File: config.mk
export PLATFORM = sky130hd
export DESIGN_NAME = uart_rx
export DESIGN_NICKNAME = d
export VERILOG_FILES = /design/src/rtl/uart_rx.sv
export SDC_FILE = /design/constraint.sdc
export NUM_CORES = 1
export LEC_CHECK = 0
export ABC_AREA = 1
export BUFFER_PORTS_ARGS = -buffer_cell sky130_fd_sc_hd__buf_4
export CAP_MARGIN = 5
export CORE_MARGIN = 10
export CORE_UTILIZATION = 55
export DETAILED_ROUTE_END_ITERATION = 7
export PLACE_DENSITY = 0.73
export SYNTH_ARGS = -nofsm -noshare
export SYNTH_HDL_FRONTEND = slang
export SYNTH_SLANG_ARGS = --single-unit
File: constraint.sdc
create_clock -name clk -period 2.2 [get_ports clk]
set_input_delay 0.55 -clock clk [delete_from_list [all_inputs] [get_ports clk]]
set_output_delay 0.55 -clock clk [all_outputs]
set_load 0.02 [all_outputs]
File: src/rtl/uart_rx.sv
// Oversampling UART receiver (8N1/8E1/8O1) driven by a per-sample strobe from the baud generator.
// Emits each received byte with frame/parity error flags as a one-cycle valid pulse.
module uart_rx #(
  parameter int DATA_W = 8
) (
  input  logic              clk,
  input  logic              rst,
  input  logic              pls_rx,
  input  logic [4:0]        osm_rate,
  input  logic              parity_en,
  input  logic              parity_odd,
  input  logic              rxd,
  output logic [DATA_W-1:0] rx_data,
  output logic              rx_valid,
  output logic              frame_err,
  output logic              parity_err,
  output logic              busy
);

  typedef enum logic [2:0] {
    IDLE,
    START,
    DATA,
    PARITY,
    STOP
  } state_t;

  localparam logic [3:0] BIT_LAST = 4'(DATA_W - 1);

  state_t            state, state_nx;
  logic              rx_meta, rxs, rxs_d;
  logic [4:0]        tick_cnt;
  logic [3:0]        bit_cnt;
  logic [DATA_W-1:0] shift;
  logic [4:0]        osm_l;
  logic              pen_l, podd_l, par_bad;
  logic [4:0]        half;
  logic              start_det, half_hit, tick_last;

  always_comb begin
    half      = osm_l >> 1;
    start_det = rxs_d & ~rxs;
    half_hit  = pls_rx && ((tick_cnt + 5'd1) == half);
    tick_last = pls_rx && ((tick_cnt + 5'd1) == osm_l);
    busy      = (state != IDLE);
    state_nx  = state;
    case (state)
      IDLE:    if (start_det) state_nx = START;
      // A line already back high at the start midpoint is treated as a glitch.
      START:   if (half_hit) state_nx = rxs ? IDLE : DATA;
      DATA:    if (tick_last && (bit_cnt == BIT_LAST)) state_nx = pen_l ? PARITY : STOP;
      PARITY:  if (tick_last) state_nx = STOP;
      STOP:    if (tick_last) state_nx = IDLE;
      default: state_nx = IDLE;
    endcase
  end

  always_ff @(posedge clk) begin
    if (rst) begin
      state      <= IDLE;
      rx_meta    <= 1'b1;
      rxs        <= 1'b1;
      rxs_d      <= 1'b1;
      tick_cnt   <= '0;
      bit_cnt    <= '0;
      shift      <= '0;
      osm_l      <= '0;
      pen_l      <= 1'b0;
      podd_l     <= 1'b0;
      par_bad    <= 1'b0;
      rx_data    <= '0;
      rx_valid   <= 1'b0;
      frame_err  <= 1'b0;
      parity_err <= 1'b0;
    end else begin
      rx_meta  <= rxd;
      rxs      <= rx_meta;
      rxs_d    <= rxs;
      state    <= state_nx;
      rx_valid <= 1'b0;
      case (state)
        IDLE: begin
          if (start_det) begin
            osm_l    <= osm_rate;
            pen_l    <= parity_en;
            podd_l   <= parity_odd;
            tick_cnt <= '0;
            bit_cnt  <= '0;
          end
        end
        START: begin
          if (pls_rx) tick_cnt <= half_hit ? 5'd0 : tick_cnt + 5'd1;
        end
        DATA: begin
          if (pls_rx) begin
            if (tick_last) begin
              shift    <= {rxs, shift[DATA_W-1:1]};
              tick_cnt <= '0;
              bit_cnt  <= bit_cnt + 4'd1;
            end else begin
              tick_cnt <= tick_cnt + 5'd1;
            end
          end
        end
        PARITY: begin
          if (pls_rx) begin
            if (tick_last) begin
              par_bad  <= ((^shift) ^ rxs) != podd_l;
              tick_cnt <= '0;
            end else begin
              tick_cnt <= tick_cnt + 5'd1;
            end
          end
        end
        STOP: begin
          if (pls_rx) begin
            if (tick_last) begin
              rx_data    <= shift;
              frame_err  <= ~rxs;
              parity_err <= pen_l & par_bad;
              rx_valid   <= 1'b1;
              tick_cnt   <= '0;
            end else begin
              tick_cnt <= tick_cnt + 5'd1;
            end
          end
        end
        default: tick_cnt <= '0;
      endcase
    end
  end

endmodule

# --- Word-level counts from Yosys, hierarchy flattened ---
# Cells that the tools add are included.
word_totals:
  register_bits: 42
  mem_count: 0
  romBits: 0
  word_cells: 75
  in_bits: 11
  out_inout_bits: 12
  ramBits: 0
  latchBits: 0
classes:
  div_mod_pow: 0
  order_cmp: 0
  eq_ne: 17
  n_bitwise: 6
  n_addsub: 2
  reduce_logical: 16
  muxes: 19
  n_mul: 0
  n_shift: 0
op_table:
  columns: ["cell", "n"]
  rows:
  - ["$mux W5", 5]
  - ["$mux W3", 6]
  - ["$ne A2 B2 Y1 const B", 8]
  - ["$pmux W3 S5", 1]
  - ["$pmux W5 S3", 1]
  - ["$mux W4", 3]
  - ["$reduce_and A3 Y1", 4]
  - ["$pmux W4 S2", 1]
  - ["$reduce_xor A8 Y1", 1]
  - ["$eq A3 B2 Y1 const B", 2]
  - ["$reduce_or A3 Y1", 2]
  - ["$add A5 B1 Y5 const B", 1]
  - ["$eq A5 B4 Y1", 1]
  - ["$eq A5 B5 Y1", 1]
  - ["$reduce_and A5 Y1", 1]
  - ["$add A4 B1 Y4 const B", 1]
  - ["$eq A4 B3 Y1 const B", 1]
  - ["$reduce_and A4 Y1", 1]
  - ["$eq A3 B1 Y1 const B", 1]
  - ["$eq A3 B3 Y1 const B", 1]
  - ["$logic_and A1 B1 Y1", 3]
  - ["$logic_not A3 Y1", 1]
  - ["$not A1 Y1", 3]
  - ["$reduce_bool A3 Y1", 1]
  - ["8 further kinds", 9]

# --- Longest topological paths before layout ---
# Gate-level depths: netlist (run 1).
depth:
  ltp_word: 6
  depth_mapped: 16
  mapped_depth_nobuf: 16

# --- Worst setup path after synthesis (run 1) ---
# No wires, ideal clock.
synth_timing:
  path_type: "flip-flop to flip-flop"
  startpoint: "reg tick_cnt[0]"
  endpoint: "reg parity_err"
  path_buffers: 1
  setup_time_ps: 67
  required_ps: 2133
  setup_slack_ps: 472
  arrival_ps: 1661
  stages_incl_launch_ff: 12
  synth_period_minus_slack_ps: 1728
  path_cell_list: "dfxtp_1 -> ha_1 -> nand2_1 -> o21ai_0 -> nor2_1 -> nand3_2 -> nor2_4 -> nand2_4 -> nor2_4 -> buf_6 -> nand3_2 -> a21oi_2"
synth_via:
  elab_chain_cells: 4
synth_rtl:
  columns: ["item", "line_no", "text"]
  rows:
  - ["from (decl)", "32", "logic [4:0] tick_cnt;"]
  - ["from (signal assigned)", "92", "if (pls_rx) tick_cnt <= half_hit ? 5'd0 : tick_cnt + 5'd1;"]
  - ["from (signal assigned)", "101", "tick_cnt <= tick_cnt + 5'd1;"]
  - ["from (signal assigned)", "111", "tick_cnt <= tick_cnt + 5'd1;"]
  - ["$add A5 B1 Y5", "44", "tick_last = pls_rx && ((tick_cnt + 5'd1) == osm_l);"]
  - ["$eq A5 B5 Y1", "44", null]
  - ["$logic_and A1 B1 Y1", "44", null]
  - ["$reduce_and A3 Y1 (no source line)", null, null]
  - ["to (signal assigned)", "120", "parity_err <= pen_l & par_bad;"]
  - ["to (decl)", "16", "output logic parity_err,"]
# No other way between the ends.
# A chain may end at the register's enable or synchronous reset.

# --- Worst setup path in the final report (run 1) ---
layout_timing:
  startpoint: "reg tick_cnt[0]"
  endpoint: "reg rx_data[0]"
layout_via:
  elab_chain_cells: 4
layout_rtl:
  columns: ["item", "line_no", "text"]
  rows:
  - ["$add A5 B1 Y5", "44", null]
  - ["$eq A5 B5 Y1", "44", null]
  - ["$logic_and A1 B1 Y1", "44", null]
  - ["$reduce_and A3 Y1 (no source line)", null, null]
  - ["to (signal assigned)", "118", "rx_data <= shift;"]
  - ["to (decl)", "13", "output logic [DATA_W-1:0] rx_data,"]
# No other way between the ends.

==> results.md, run 1 <==
- Setup Skew: approximately 13 ps
- Pre-Repair DR Iteration Count: 4
- Seq/Total Area, Yosys: 0.4041
- Core area: 3661 um2
- Leak: 1.111 nW
- Internal Power: 1.356 mW
- Dpl hpwl: 3.253 mm
- Worst setup path endpoint: rx_data[0]
- Family with the most delay on the worst path: simple AND/OR/NAND/NOR gates
- P_sw: 866.7 uW
- RSZ-0062 raised after global routing: no
- Iter 0 DRT Violations: 105
- Initial antenna violation count: 0
- CP Class: reg2reg
- Nets: ~340
- Final period util: 0.9082
- R2r worst-path depth: 12
- Number of synthesized register bits: 42
- Die height: ~82 um
- WP data required: 2430 ps
- CP Data Arrival Time: 2230 ps
- Initial Util: 0.5684
- Routability congestion estimate: 0.8110
- Placed instance count: 360
- Final hold violations: 0
- H-tree depth: 2
- Max-slew violations: 0
- CP peak stage delay: 360 ps
- Num Clock Sinks: 42
- Drt via density: 4.957
- Clk Latency, worst-skew pair: roughly 300 ps
- Power Density: a little over 900 nW/um2
- Clk buf depth: 2
- Largest net degree at the start of global routing: 32
- Post-CTS Hold Fix Bufs: 0
- CTS Buf Count: 5
- CP Max Fanout: 8
- VDD IR-drop max: 0.5668 mV
- Max Fclk: between 500 and 600 MHz
- CP max-delay cell: dfxtp_2
- Max-Cap Viols: 0
- Tightest Pin Transition: 432.2 ps
- Critical path cell sequence: ha_1 -> inv_1 -> nand2_1 -> nand3_1 -> nor2_1 -> nand3_2 -> nor2_4 -> nand2_4 -> nor2_4 -> buf_4 -> o21ai_1 -> nor2_1
- Worst setup SP type: register
- Switching Share: 0.3899
- Total gr overflow: 0
- I/O pins: 23
- Final min period: 1998 ps
- Worst-path clk slew: 80 ps
- Total GRT Usage: 0.1383
- Buf/Inv on CP: 2
- Yosys warns: 0
- Mean Syn Cell Area: 7.077 um2
- Reg2reg end: rx_data[0]
- Final setup vio count: 0
- Comb pwr share: 0.362
- WL/cell: 11.85 um
- Setup crit start: tick_cnt[0]
- CP Depth: 12
- Syn nets: 307
- ANT nets after route: 0
- Share of layout cells above drive strength 1: 0.1944
- First-pass GRT wire length: ~7.3 mm
- Min-Delay Path Depth: 1
- Die width: between 80 and 90 um
- Vias: 1,844
- Outcome: finished clean
- Post-route insts no fill: ~370
- Clk root buf: clkbuf_8
- Hold/Removal Path Class: reg2reg
- Register share of total power: 0.416
- Mapped cell area: 2081 um2
- Netlist cell types: 31
- Worst Setup End Kind: register
- Number of buffers added on ports: 22
- Antenna fix cells: 0
- DRC violations left: 0
- Synth-to-Final Area Change: 15.69%
- WL final: 4.409 mm
- FP Rows: 22
- Reg-to-reg startpoint: tick_cnt[0]
- R2R setup slack: roughly 200 ps
- TritonCTS clock tree: yes
- Instance count of the mapped netlist: 294
- Full die area: 6643 um2
- Setup tns final: 0 ps
- Slew HR: 0.7096
- Clock power frac: 0.221
- Vias in the first global route: 1,673
[power by group through the flow]
stage	Sequential [mW]	Combinational [mW]	Clock, mW
floorplan	0.928	0.637	0
global placement	0.938	0.791	0
detailed placement	0.941	0.800	0
CTS	0.923	0.804	0.506
global route	0.940	0.929	0.532
finish	0.926	0.806	0.492
[worst register-to-register path: cells and delay by family, from the launching register on]
family / cells / cell delay (ps)
buf+inv: 2 / 230
flops: 1 / 360
compound gates: 1 / 60
simple gates: 8 / 940
fa+ha+maj: 1 / 350
[final cells by class]
cell class	count	area [um2]
Sequential cell	42	842.1
Fill cell	347	1254
Multi-Input combinational cell	213	1089
Clock inverter	2	13.76
Clock buffer	6	72.57
Tap cell	48	60.06
Inverter	34	127.6
Timing Repair Buffer	27	202.7
[Yosys cell counts]
library cell,number,area [um2]
inv_2,5,18.77
buf_6,1,11.26
dfxtp_1,42,840.8
or2_2,4,25.02
nor2_4,2,22.52
a21oi_1,13,65.06
nand2_2,6,37.54
nor2_2,1,6.260
xor2_4,1,27.53
nor3_1,2,10.01
inv_1,29,108.9
nand4_1,3,18.77
nand2_4,1,11.26
xnor2_1,5,43.79
and2_4,1,8.760
clkbuf_1,4,15.01
a21oi_2,1,8.760
xor2_1,6,52.55
nand3_1,16,80.08
nand3_2,3,30.03
o21ai_1,8,40.04
o21ai_0,21,105.1
o21ai_2,1,8.760
nand3b_1,1,7.510
nor2_1,63,236.5
o22ai_1,1,6.260
nand2_1,48,180.2
ha_1,2,25.02
nand3_4,1,17.52
o211ai_1,1,7.510
buf_1,1,3.750
[cell families (layout without fill, tap and decap cells)]
logic type      after synthesis  in the layout  synth area share
compound gates               46             46            0.1161
xor+xnor                     12             12           0.05953
fa+ha+maj                     2              2           0.01202
buf+inv                      40             69           0.07576
flops                        42             42            0.4041
simple gates                152            153            0.3325
[sequential cells by signal, indices dropped and copies added (netlist names), 3 cells and up]
signal and count:
bit_cnt 4, osm_l 5, rx_data 8, shift 8, state 3, tick_cnt 5
[per-stage QoR]
step	setup WS (ps)	total power, mW	area [um2]	hold slack (ps)	utilization
after floorplan	471.5	1.565	2081	389.5	-
after global placement	182.1	1.728	2291	392.1	0.6258
after detailed placement	126.3	1.741	2291	393.8	0.6258
after CTS	108.6	2.233	2377	413.2	0.6494
after global routing	15.79	2.402	2407	419.9	0.6576
final	201.9	2.223	2407	418.6	0.6576
[how the worst min path moves through the flow]
stage,from,to,slack [ps]
finish,rx_meta,rxs,420
global route,rxd,rx_meta,420
CTS,rx_meta,rxs,410
detailed placement,rx_meta,rxs,390
global placement,rx_meta,rxs,390
floorplan,rx_meta,rxs,390
[cells in the final DEF (no fill, tap or decap), drive strengths merged]
master / instances
nand3b: 1
o21ai: 30
buf: 27
xor2: 7
nor3: 2
ha: 2
clkbuf: 6
inv: 34
o211ai: 1
nand3: 20
nand4: 3
and2: 1
o22ai: 1
a21oi: 14
dfxtp: 42
clkinv: 2
or2: 4
nor2: 67
nand2: 55
xnor2: 5
[what timing repair did]
action,4_1_cts,5_1_grt
resized for setup,0,1
buffers inserted,0,3
setup endpoints to repair,0,13
[routing by layer]
| layer | wire (um) | GRT usage | part of all wire | vias to the layer above |
|---|---|---|---|---|
| li1 | - | - | - | 987 |
| met1 | 2019 | 0.1560 | 0.46 | 823 |
| met2 | 2153 | 0.2393 | 0.49 | 26 |
| met3 | 175 | 0.05022 | 0.040 | 8 |
| met4 | 59 | 0.03979 | 0.013 | 0 |
| met5 | 0 | 0 | 0 | - |
Power figures use the tool's default switching activity.
==> run 2, diff against run 1 <==
==> constraint.sdc (replaced) <==
create_clock -name clk -period 2.5 [get_ports clk]
set_input_delay 0.625 -clock clk [delete_from_list [all_inputs] [get_ports clk]]
set_output_delay 0.625 -clock clk [all_outputs]
set_load 0.02 [all_outputs]
==> run 2 against run 1 <==
Largest cell class unchanged. Design area is 1.6% lower. Via count fell by 2.4%. Final cell count fell by 1.3%. Wire length fell by 2.3%. Critical endpoint is now rx_data[1]. Flip-flop and latch count unchanged. Die area unchanged. Register-to-register slack better by 200 ps. Clock skew down 0.85 ps. Combinational power fell by 14%.
==> results.md, run 2 (synthesis results as in run 1) <==
- Hold/Removal Path Class: reg2reg (unchanged)
- Dpl hpwl: 3.282 mm (was 3.253 mm)
- Gr busiest metal: met2 (unchanged)
- Commonest non-fill, non-tap cell in the layout: nor2_1 (unchanged)
- Clk root buf: clkbuf_8 (unchanged)
- Pre-Repair DR Iteration Count: 4 (unchanged)
- Final min period: 2097 ps (was 1998 ps)
- Worst setup SP type: register (unchanged)
- Total GRT Usage: 0.1453 (was 0.1383)
- I/O pins: 23 (unchanged)
- Initial Util: 0.5684 (unchanged)
- H-tree depth: 2 (unchanged)
- WP data required: 2700 ps (was 2430 ps)
- Max Fclk: 476.8 MHz (was 500.5 MHz)
- Outcome: finished clean (unchanged)
- CP Max Fanout: 12 (was 8)
- CP Class: reg2reg (unchanged)
- FP Rows: 22 (unchanged)
- Tightest Pin Transition: 392.2 ps (was 432.2 ps)
- Setup Skew: 12.03 ps (was 12.87 ps)
- Nets: 331 (was 336)
- Number of buffers added on ports: 22 (unchanged)
- Grt met3 use: 0.03712 (was 0.05022)
- Max-slew violations: 0 (unchanged)
- Hold EP: rxs (unchanged)
- Routability congestion estimate: 0.8051 (was 0.8110)
- RSZ-0062 raised after global routing: no (unchanged)
- Grt met1 use: 0.1658 (was 0.1560)
- R2R setup slack: 400 ps (was 200 ps)
- Num Clock Sinks: 42 (unchanged)
- Slew HR: 0.7365 (was 0.7096)
- Core area: 3661 um2 (unchanged)
- Met2 GRT Util: 0.2551 (was 0.2393)
- Die height: 81.51 um (unchanged)
- Min-Delay Path Depth: 1 (unchanged)
- Final setup vio count: 0 (unchanged)
- Clk buf depth: 2 (unchanged)
- Post-CTS Hold Fix Bufs: 0 (unchanged)
- Largest net degree at the start of global routing: 32 (unchanged)
- Setup bufs post-CTS: 0 (unchanged)
- WL/cell: 11.74 um (was 11.85 um)
- Full die area: 6643 um2 (unchanged)
- ANT nets after route: 0 (unchanged)
- WL final: 4.307 mm (was 4.409 mm)
- Worst Setup End Kind: register (unchanged)
- Vias: 1,800 (was 1,844)
- Vias in the first global route: 1,740 (was 1,673)
- DRC violations left: 0 (unchanged)
- R2r worst-path depth: 11 (was 12)
- Synth-to-Final Area Change: 13.89% (was 15.69%)
- Setup tns final: 0 ps (unchanged)
- Reg-to-reg startpoint: tick_cnt[0] (unchanged)
- Drt via density: 4.905 (was 4.957)
- Share of layout cells above drive strength 1: 0.1787 (was 0.1944)
- Post-CTS resize count: 0 (unchanged)
- Top Registers: rx_data (8), shift (8) (unchanged)
- HP Start: rx_meta (unchanged)
- Antenna fix cells: 0 (unchanged)
- First-pass GRT wire length: 7.741 mm (was 7.293 mm)
- Final period util: 0.8390 (was 0.9082)
- CP Data Arrival Time: 2290 ps (was 2230 ps)
- Power Density: 820.3 nW/um2 (was 923.4 nW/um2)
- Total power: 1.944 mW (was 2.223 mW)
- TritonCTS clock tree: yes (unchanged)
- Total gr overflow: 0 (unchanged)
- Iter 0 DRT Violations: 49 (was 105)
- Clk Latency, worst-skew pair: 300 ps (about the same)
- Leak: 1.089 nW (was 1.111 nW)
- Final hold violations: 0 (unchanged)
- CTS Buf Count: 5 (unchanged)
- Initial antenna violation count: 0 (unchanged)
- Worst-path clk slew: 80 ps (about the same)
- Most frequent cells in the layout: nor2_1 (63), nand2_1 (48), dfxtp_1 (42) (was nor2_1 (63), nand2_1 (48), dfxtp_1 (41))
- Die width: 81.51 um (unchanged)
- VDD IR-drop max: 0.4840 mV (was 0.5668 mV)
- Max-Cap Viols: 0 (unchanged)
- Reg2reg end: rx_data[1] (was rx_data[0])
==> run 2: changes by cell type in the layout (fill, tap and decap cells not counted), sizes merged <==
| cell | delta |
|---|---|
| nor2 | -1 |
| buf | -4 |
==> run 2: routing by layer <==
layer / vias up / part of all wire
li1: 972 / -
met1: 801 / 0.46
met2: 20 / 0.49
met3: 7 / 0.033
met4: 0 / 0.016
met5: - / 0
==> run 2: how the worst max path moves through the flow <==
stage | startpoint | to | depth (start not counted)
after global placement | tick_cnt[0] | rx_data[1] | 11
after global routing | tick_cnt[0] | rx_data[6] | 12
after CTS | tick_cnt[0] | rx_data[1] | 11
after detailed placement | tick_cnt[0] | rx_data[1] | 11
after floorplan | tick_cnt[0] | parity_err | 11
final | tick_cnt[0] | rx_data[1] | 11
==> run 2: worst max-delay path: stages (launching register included) <==
cell     delay (ps)
dfxtp_1         450
ha_1            310
nand2_1          80
o21ai_0          70
nor2_1          180
nand3_2         110
nor2_4          140
nand2_4          90
nor2_4          250
inv_2           150
nor2_1          110
nor2_1           50
==> run 2: power breakdown <==
group | total, mW | switching, mW | leakage, nW | internal [mW]
Sequential | 0.813 | 0.0711 | 0.341 | 0.742
Combinational | 0.696 | 0.447 | 0.702 | 0.250
Clock | 0.435 | 0.238 | 0.0452 | 0.197
Total | 1.94 | 0.755 | 1.09 | 1.19
==> run 2: area by class of cell <==
cell class / count / area [um2]
multi-input combinational: 212 / 1082
timing repair buffer: 23 / 172.7
clock inverter: 2 / 13.76
fill: 330 / 1291
tap: 48 / 60.06
inverter: 34 / 127.6
clock buffer: 6 / 72.57
sequential: 42 / 840.8
==> run 2: metrics by stage <==
stage	cell area, um2	utilization	hold slack, ps	setup slack [ps]	instances
5_1_grt	2370	0.6473	439.3	201.2	367
4_1_cts	2370	0.6473	422.4	394.7	367
2_1_floorplan	2081	-	389.5	771.5	294
6_report	2370	0.6473	424.3	402.5	367
3_3_place_gp	2283	0.6237	395.5	433.7	359
3_5_place_dp	2283	0.6237	402.0	396.3	359
